## src/rtl/apb_node_pkg.sv

```systemverilog
// Shared types for the APB peripheral node: FSM state encoding and error-log counter sizing.
package apb_node_pkg;

  typedef enum logic [1:0] {
    IDLE,
    SETUP,
    ACCESS,
    RESP
  } node_state_e;

  localparam int ERR_CNT_W = 8;
  localparam logic [ERR_CNT_W-1:0] ERR_CNT_MAX = '1;

endpackage

```

## src/rtl/apb_node_decoder.sv

```systemverilog
// Combinational address matcher: inclusive [start, end] windows, lowest index wins on overlap.
module apb_node_decoder #(
  parameter int NB_MASTER  = 10,
  parameter int ADDR_WIDTH = 32,
  parameter int IDX_WIDTH  = (NB_MASTER > 1) ? $clog2(NB_MASTER) : 1
) (
  input  logic [ADDR_WIDTH-1:0]                start_addr_unused_guard_i,
  input  logic [ADDR_WIDTH-1:0]                addr_i,
  input  logic [NB_MASTER-1:0][ADDR_WIDTH-1:0] start_addr_i,
  input  logic [NB_MASTER-1:0][ADDR_WIDTH-1:0] end_addr_i,
  output logic                                 hit_o,
  output logic [IDX_WIDTH-1:0]                 idx_o
);

  logic [ADDR_WIDTH-1:0] guard_unused;

  assign guard_unused = start_addr_unused_guard_i;

  // Scanning downwards lets the lowest matching index overwrite any higher one.
  always_comb begin
    hit_o = 1'b0;
    idx_o = '0;
    for (int i = NB_MASTER - 1; i >= 0; i--) begin
      if ((start_addr_i[i] <= addr_i) && (addr_i <= end_addr_i[i])) begin
        hit_o = 1'b1;
        idx_o = IDX_WIDTH'(i);
      end
    end
  end

endmodule

```

## src/rtl/apb_periph_node.sv

```systemverilog
// Registered APB fan-out node with runtime address map, decode-miss error and ACCESS timeout.
// Optional error logger (err_addr_o/err_cnt_o/err_sticky_o/err_clr_i) enabled by APB_NODE_ERR_LOG_EN.
module apb_periph_node
  import apb_node_pkg::*;
#(
  parameter int NB_MASTER      = 10,
  parameter int APB_ADDR_WIDTH = 32,
  parameter int APB_DATA_WIDTH = 32,
  parameter int TIMEOUT_CYCLES = 256
) (
  input  logic                                     clk_i,
  input  logic                                     rst_i,
  input  logic [APB_ADDR_WIDTH-1:0]                s_paddr_i,
  input  logic [APB_DATA_WIDTH-1:0]                s_pwdata_i,
  input  logic                                     s_pwrite_i,
  input  logic                                     s_psel_i,
  input  logic                                     s_penable_i,
  output logic [APB_DATA_WIDTH-1:0]                s_prdata_o,
  output logic                                     s_pready_o,
  output logic                                     s_pslverr_o,
  output logic [APB_ADDR_WIDTH-1:0]                m_paddr_o,
  output logic [APB_DATA_WIDTH-1:0]                m_pwdata_o,
  output logic                                     m_pwrite_o,
  output logic [NB_MASTER-1:0]                     m_psel_o,
  output logic                                     m_penable_o,
  input  logic [NB_MASTER-1:0][APB_DATA_WIDTH-1:0] m_prdata_i,
  input  logic [NB_MASTER-1:0]                     m_pready_i,
  input  logic [NB_MASTER-1:0]                     m_pslverr_i,
  input  logic [NB_MASTER-1:0][APB_ADDR_WIDTH-1:0] start_addr_i,
  input  logic [NB_MASTER-1:0][APB_ADDR_WIDTH-1:0] end_addr_i
`ifdef APB_NODE_ERR_LOG_EN
  ,
  input  logic                                     err_clr_i,
  output logic [APB_ADDR_WIDTH-1:0]                err_addr_o,
  output logic [ERR_CNT_W-1:0]                     err_cnt_o,
  output logic                                     err_sticky_o
`endif
);

  localparam int IDX_W  = (NB_MASTER > 1) ? $clog2(NB_MASTER) : 1;
  localparam int TCNT_W = (TIMEOUT_CYCLES > 1) ? $clog2(TIMEOUT_CYCLES) : 1;
  localparam logic [TCNT_W-1:0] TCNT_LAST = TCNT_W'(TIMEOUT_CYCLES - 1);

  node_state_e                state_q, state_d;
  logic [APB_ADDR_WIDTH-1:0]  addr_q, addr_d;
  logic [APB_DATA_WIDTH-1:0]  wdata_q, wdata_d;
  logic                       write_q, write_d;
  logic [IDX_W-1:0]           idx_q, idx_d;
  logic [NB_MASTER-1:0]       psel_q, psel_d;
  logic                       penable_q, penable_d;
  logic [APB_DATA_WIDTH-1:0]  rdata_q, rdata_d;
  logic                       err_q, err_d;
  logic [TCNT_W-1:0]          tcnt_q, tcnt_d;

  logic                       dec_hit;
  logic [IDX_W-1:0]           dec_idx;
  logic                       setup_cyc;
  logic                       resp_ok;

  apb_node_decoder #(
    .NB_MASTER (NB_MASTER),
    .ADDR_WIDTH(APB_ADDR_WIDTH),
    .IDX_WIDTH (IDX_W)
  ) u_decoder (
    .start_addr_unused_guard_i(s_paddr_i),
    .addr_i                   (s_paddr_i),
    .start_addr_i             (start_addr_i),
    .end_addr_i               (end_addr_i),
    .hit_o                    (dec_hit),
    .idx_o                    (dec_idx)
  );

  assign setup_cyc = s_psel_i & ~s_penable_i;

  always_comb begin
    state_d   = state_q;
    addr_d    = addr_q;
    wdata_d   = wdata_q;
    write_d   = write_q;
    idx_d     = idx_q;
    psel_d    = psel_q;
    penable_d = penable_q;
    rdata_d   = rdata_q;
    err_d     = err_q;
    tcnt_d    = tcnt_q;
    unique case (state_q)
      IDLE: begin
        if (setup_cyc) begin
          if (dec_hit) begin
            state_d         = SETUP;
            addr_d          = s_paddr_i;
            wdata_d         = s_pwdata_i;
            write_d         = s_pwrite_i;
            idx_d           = dec_idx;
            psel_d          = '0;
            psel_d[dec_idx] = 1'b1;
            penable_d       = 1'b0;
            tcnt_d          = '0;
          end else begin
            state_d = RESP;
            rdata_d = '0;
            err_d   = 1'b1;
          end
        end
      end
      SETUP: begin
        state_d   = ACCESS;
        penable_d = 1'b1;
      end
      ACCESS: begin
        if (m_pready_i[idx_q]) begin
          state_d   = RESP;
          rdata_d   = write_q ? '0 : m_prdata_i[idx_q];
          err_d     = m_pslverr_i[idx_q];
          psel_d    = '0;
          penable_d = 1'b0;
        end else if ((TIMEOUT_CYCLES != 0) && (tcnt_q == TCNT_LAST)) begin
          state_d   = RESP;
          rdata_d   = '0;
          err_d     = 1'b1;
          psel_d    = '0;
          penable_d = 1'b0;
        end else begin
          tcnt_d = tcnt_q + 1'b1;
        end
      end
      RESP: begin
        // The response is offered for one cycle only; a dropped psel simply discards it.
        state_d = IDLE;
        rdata_d = '0;
        err_d   = 1'b0;
      end
      default: state_d = IDLE;
    endcase
  end

  always_ff @(posedge clk_i) begin
    if (rst_i) begin
      state_q   <= IDLE;
      addr_q    <= '0;
      wdata_q   <= '0;
      write_q   <= 1'b0;
      idx_q     <= '0;
      psel_q    <= '0;
      penable_q <= 1'b0;
      rdata_q   <= '0;
      err_q     <= 1'b0;
      tcnt_q    <= '0;
    end else begin
      state_q   <= state_d;
      addr_q    <= addr_d;
      wdata_q   <= wdata_d;
      write_q   <= write_d;
      idx_q     <= idx_d;
      psel_q    <= psel_d;
      penable_q <= penable_d;
      rdata_q   <= rdata_d;
      err_q     <= err_d;
      tcnt_q    <= tcnt_d;
    end
  end

  assign resp_ok     = (state_q == RESP) & s_psel_i & s_penable_i;
  assign s_pready_o  = resp_ok;
  assign s_prdata_o  = resp_ok ? rdata_q : '0;
  assign s_pslverr_o = resp_ok & err_q;

  assign m_paddr_o   = addr_q;
  assign m_pwdata_o  = wdata_q;
  assign m_pwrite_o  = write_q;
  assign m_psel_o    = psel_q;
  assign m_penable_o = penable_q;

`ifdef APB_NODE_ERR_LOG_EN
  logic [APB_ADDR_WIDTH-1:0] err_addr_q, err_addr_d;
  logic [ERR_CNT_W-1:0]      err_cnt_q, err_cnt_d;
  logic                      err_sticky_q, err_sticky_d;
  logic                      err_evt;

  // An error is logged on the edge that enters RESP with pslverr set; clear has priority.
  always_comb begin
    err_evt      = (state_q != RESP) && (state_d == RESP) && err_d;
    err_addr_d   = err_addr_q;
    err_cnt_d    = err_cnt_q;
    err_sticky_d = err_sticky_q;
    if (err_clr_i) begin
      err_addr_d   = '0;
      err_cnt_d    = '0;
      err_sticky_d = 1'b0;
    end else if (err_evt) begin
      err_addr_d   = (state_q == IDLE) ? s_paddr_i : addr_q;
      err_sticky_d = 1'b1;
      if (err_cnt_q != ERR_CNT_MAX) begin
        err_cnt_d = err_cnt_q + 1'b1;
      end
    end
  end

  always_ff @(posedge clk_i) begin
    if (rst_i) begin
      err_addr_q   <= '0;
      err_cnt_q    <= '0;
      err_sticky_q <= 1'b0;
    end else begin
      err_addr_q   <= err_addr_d;
      err_cnt_q    <= err_cnt_d;
      err_sticky_q <= err_sticky_d;
    end
  end

  assign err_addr_o   = err_addr_q;
  assign err_cnt_o    = err_cnt_q;
  assign err_sticky_o = err_sticky_q;
`endif

endmodule
```

## config.mk

```make
export PLATFORM = sky130hd
export DESIGN_NAME = apb_periph_node
export DESIGN_NICKNAME = d
export VERILOG_FILES = /design/src/rtl/apb_node_pkg.sv /design/src/rtl/apb_node_decoder.sv /design/src/rtl/apb_periph_node.sv
export SDC_FILE = /design/constraint.sdc
export NUM_CORES = 1
export LEC_CHECK = 0
export ABC_AREA = 1
export CAP_MARGIN = 20
export CORE_AREA = 2 2 454 456
export DETAILED_ROUTE_END_ITERATION = 7
export DIE_AREA = 0 0 456 458
export GPL_TIMING_DRIVEN = 0
export MAX_ROUTING_LAYER = met4
export SLEW_MARGIN = 20
export SYNTH_ARGS = -nofsm -noshare
export SYNTH_HDL_FRONTEND = slang
export SYNTH_SLANG_ARGS = --single-unit
```

## constraint.sdc

```tcl
create_clock -name clk_i -period 3.75 [get_ports clk_i]
set_input_delay 0.75 -clock clk_i [delete_from_list [all_inputs] [get_ports clk_i]]
set_output_delay 0.75 -clock clk_i [all_outputs]
set_load 0.005 [all_outputs]
```

==> run metrics <==
Initial DRC Count 2,310; FP Rows 166; Netlist cell types 38; depth of the CTS H-tree 4; top-area cell type share of the netlist area 0.344; drt first pass iters 6; Crit Path Class input port to register; Critical Path RT 4.13 ns; I/O pins 1,159; CP Launch Type input port; largest net degree at the start of global routing 17; Max Clock Skew 0.0117 ns; Initial Util 0.115; Slowest cell on crit path ha_1; Final ANT Viol Nets 0; worst slew pin tran 1.00 ns; PwrDens 258 nW/um^2; Ys Warns 0; leading area contributor after synthesis ha_1; vias in the first global route 31.1k; post-place setup slack -3.39 ns; slew margin rel. 0.333; initial antenna violation count 97; most frequent cells in the layout clkdlybuf4s50_1 (1,106), nand2_1 (709), ha_1 (626), inv_1 (458), a21oi_1 (407); crit share post-route 0.989; gr ovfl total 0; area grow syn2layout 82.5%; setup ws final 0.0424 ns; FMAX 270 MHz; core footprint 204,000 um^2; status complete, no violations; Tmin final 3.71 ns; CP peak stage delay 0.31 ns; Hold-fix buffers, CTS 0; Max VDD drop 0.333 mV; placer congestion estimate 0.978; worst skew pair latency 0.45 ns; final-stage net count 6,631; port bufs 1,157; Hold Crit Class register to register; cell repeated most along the worst path buf_12; post-route cell area 42,900 um^2; post-synthesis sequential area ratio 0.105; via count 31.6k; synthesized area per cell 6.51 um^2; CP Max Fanout 8; ys flop type dfxtp_1; endpoints failing hold 0; Pleak 18.9 nW; CP arrival 4.09 ns; placed cell areas 38,500 um^2; Max Root-Sink Buffers 2; syn nets 5,304; CTS Buf Count 17; DP Wirelength 178,000 um; first-pass GRT wire length 268,000 um; Die W 456 um; FFs w/ async S/R, synth 0; WL final 207,000 um; crit end category register; Setup TNS Final 0 ns; Mapped Area 23,500 um^2; DRC violations left 0; drt via density 4.09; Max-cap violations 0; final setup vio count 0; Slew Viols, Final 0; Die Height 458 um; die area 209,000 um^2; DR WL/cell 26.8 um; EDFF count, synth 0; Gate Count Post-Synth 3,609; CTS tree yes; GRT Total Usage 0.195; clock root cell clkbuf_16; flops & latches, synth 123; commonest non-fill, non-tap cell in the layout clkdlybuf4s50_1; ranking of synthesized cells by area ha_1 (34%), nand2_1 (12%), dfxtp_1 (10%); Clock Sinks 123; share of cells above drive strength 1 0.111; clk slew on worst S/H paths 0.07 ns
Yosys cell counts, types with 17 or more instances:
| master | instances |
|---|---|
| o21ai_1 | 23 |
| ha_1 | 646 |
| nand2_1 | 777 |
| o21bai_1 | 20 |
| inv_1 | 505 |
| o221ai_1 | 54 |
| clkbuf_1 | 85 |
| a21oi_1 | 444 |
| nor3_1 | 21 |
| nand3_1 | 43 |
| nor2_1 | 350 |
| o211ai_1 | 17 |
| o21ai_0 | 277 |
| o21a_1 | 40 |
| a211oi_1 | 20 |
| nand4_1 | 61 |
| dfxtp_1 | 123 |
where the power goes:
| part | internal [mW] | leakage [nW] | switching [mW] |
|---|---|---|---|
| registers | 1.61 | 1.01 | 0.153 |
| logic | 3.14 | 17.6 | 4.25 |
| clock network | 1.15 | 0.303 | 0.757 |
cell type report:
cell class | count | area [um^2]
antenna | 69 | 173
buffer | 107 | 681
clock buffer | 19 | 453
clock inverter | 13 | 190
fill | 22700 | 161000
inverter | 509 | 2050
multi-input combinational | 2867 | 20000
sequential | 123 | 2460
tap | 2688 | 3360
timing repair buffer | 1311 | 13500
layer usage:
layer  part of all wire  track usage
met3              0.066       0.0346
met1               0.36        0.201
met4              0.046       0.0855
met2               0.53        0.358
met5                  0            -
worst paths after layout:
check                      from            end  slack [ns]  depth (start not counted)
setup / recovery  s_paddr_i[31]  m_paddr_o[31]        0.04                         25
hold / removal      rdata_q[17]    rdata_q[17]        0.46                          2
setup reg to reg       idx_q[0]    rdata_q[21]        0.08                         12
hold reg to reg     rdata_q[17]    rdata_q[17]        0.46                          2
flip-flops by register name (all words and copies together) (netlist names):
signal       cells
m_paddr_o       32
m_pwdata_o      32
rdata_q         32
m_psel_o        10
tcnt_q           8
idx_q            4
state_q          2
err_q            1
m_penable_o      1
m_pwrite_o       1
critical path, delay by kind of cell:
kind / cells / cell delay, ns
AO/OA/AOI/OAI: 1 / 0.11
AND/OR/NAND/NOR: 13 / 1.57
adder cells (fa/ha/maj): 1 / 0.31
buffers and inverters: 10 / 1.25
what timing repair did:
item                                    4_1_cts  5_1_grt
buffers inserted                            115       24
gates resized for setup                     500      195
pin swaps                                    44       76
gates cloned                                  7        1
endpoints found under the setup margin      126      134
stage by stage:
step | std cells | power (mW) | hold WS, ns | utilization
finish | 7706 | 11.1 | 0.457 | 0.210
CTS | 7612 | 10.9 | 0.461 | 0.204
floorplan | 3609 | 4.62 | 0.430 | -
global route | 7698 | 11.8 | 0.474 | 0.210
global placement | 7454 | 8.06 | 0.446 | 0.189
detailed placement | 7461 | 8.19 | 0.448 | 0.189
kinds of logic (layout without fill, tap and decap cells):
family	count (synthesis)	after routing	synth area share
buffers and inverters	619	1959	0.104
muxes	14	14	0.00597
other	0	69	0
adders and majority gates	646	646	0.344
and+or+nand+nor	1288	1288	0.224
DFF	123	123	0.105
AOI/OAI and AO/OA	919	919	0.217
Note: power is estimated with default switching activity, not from simulation.
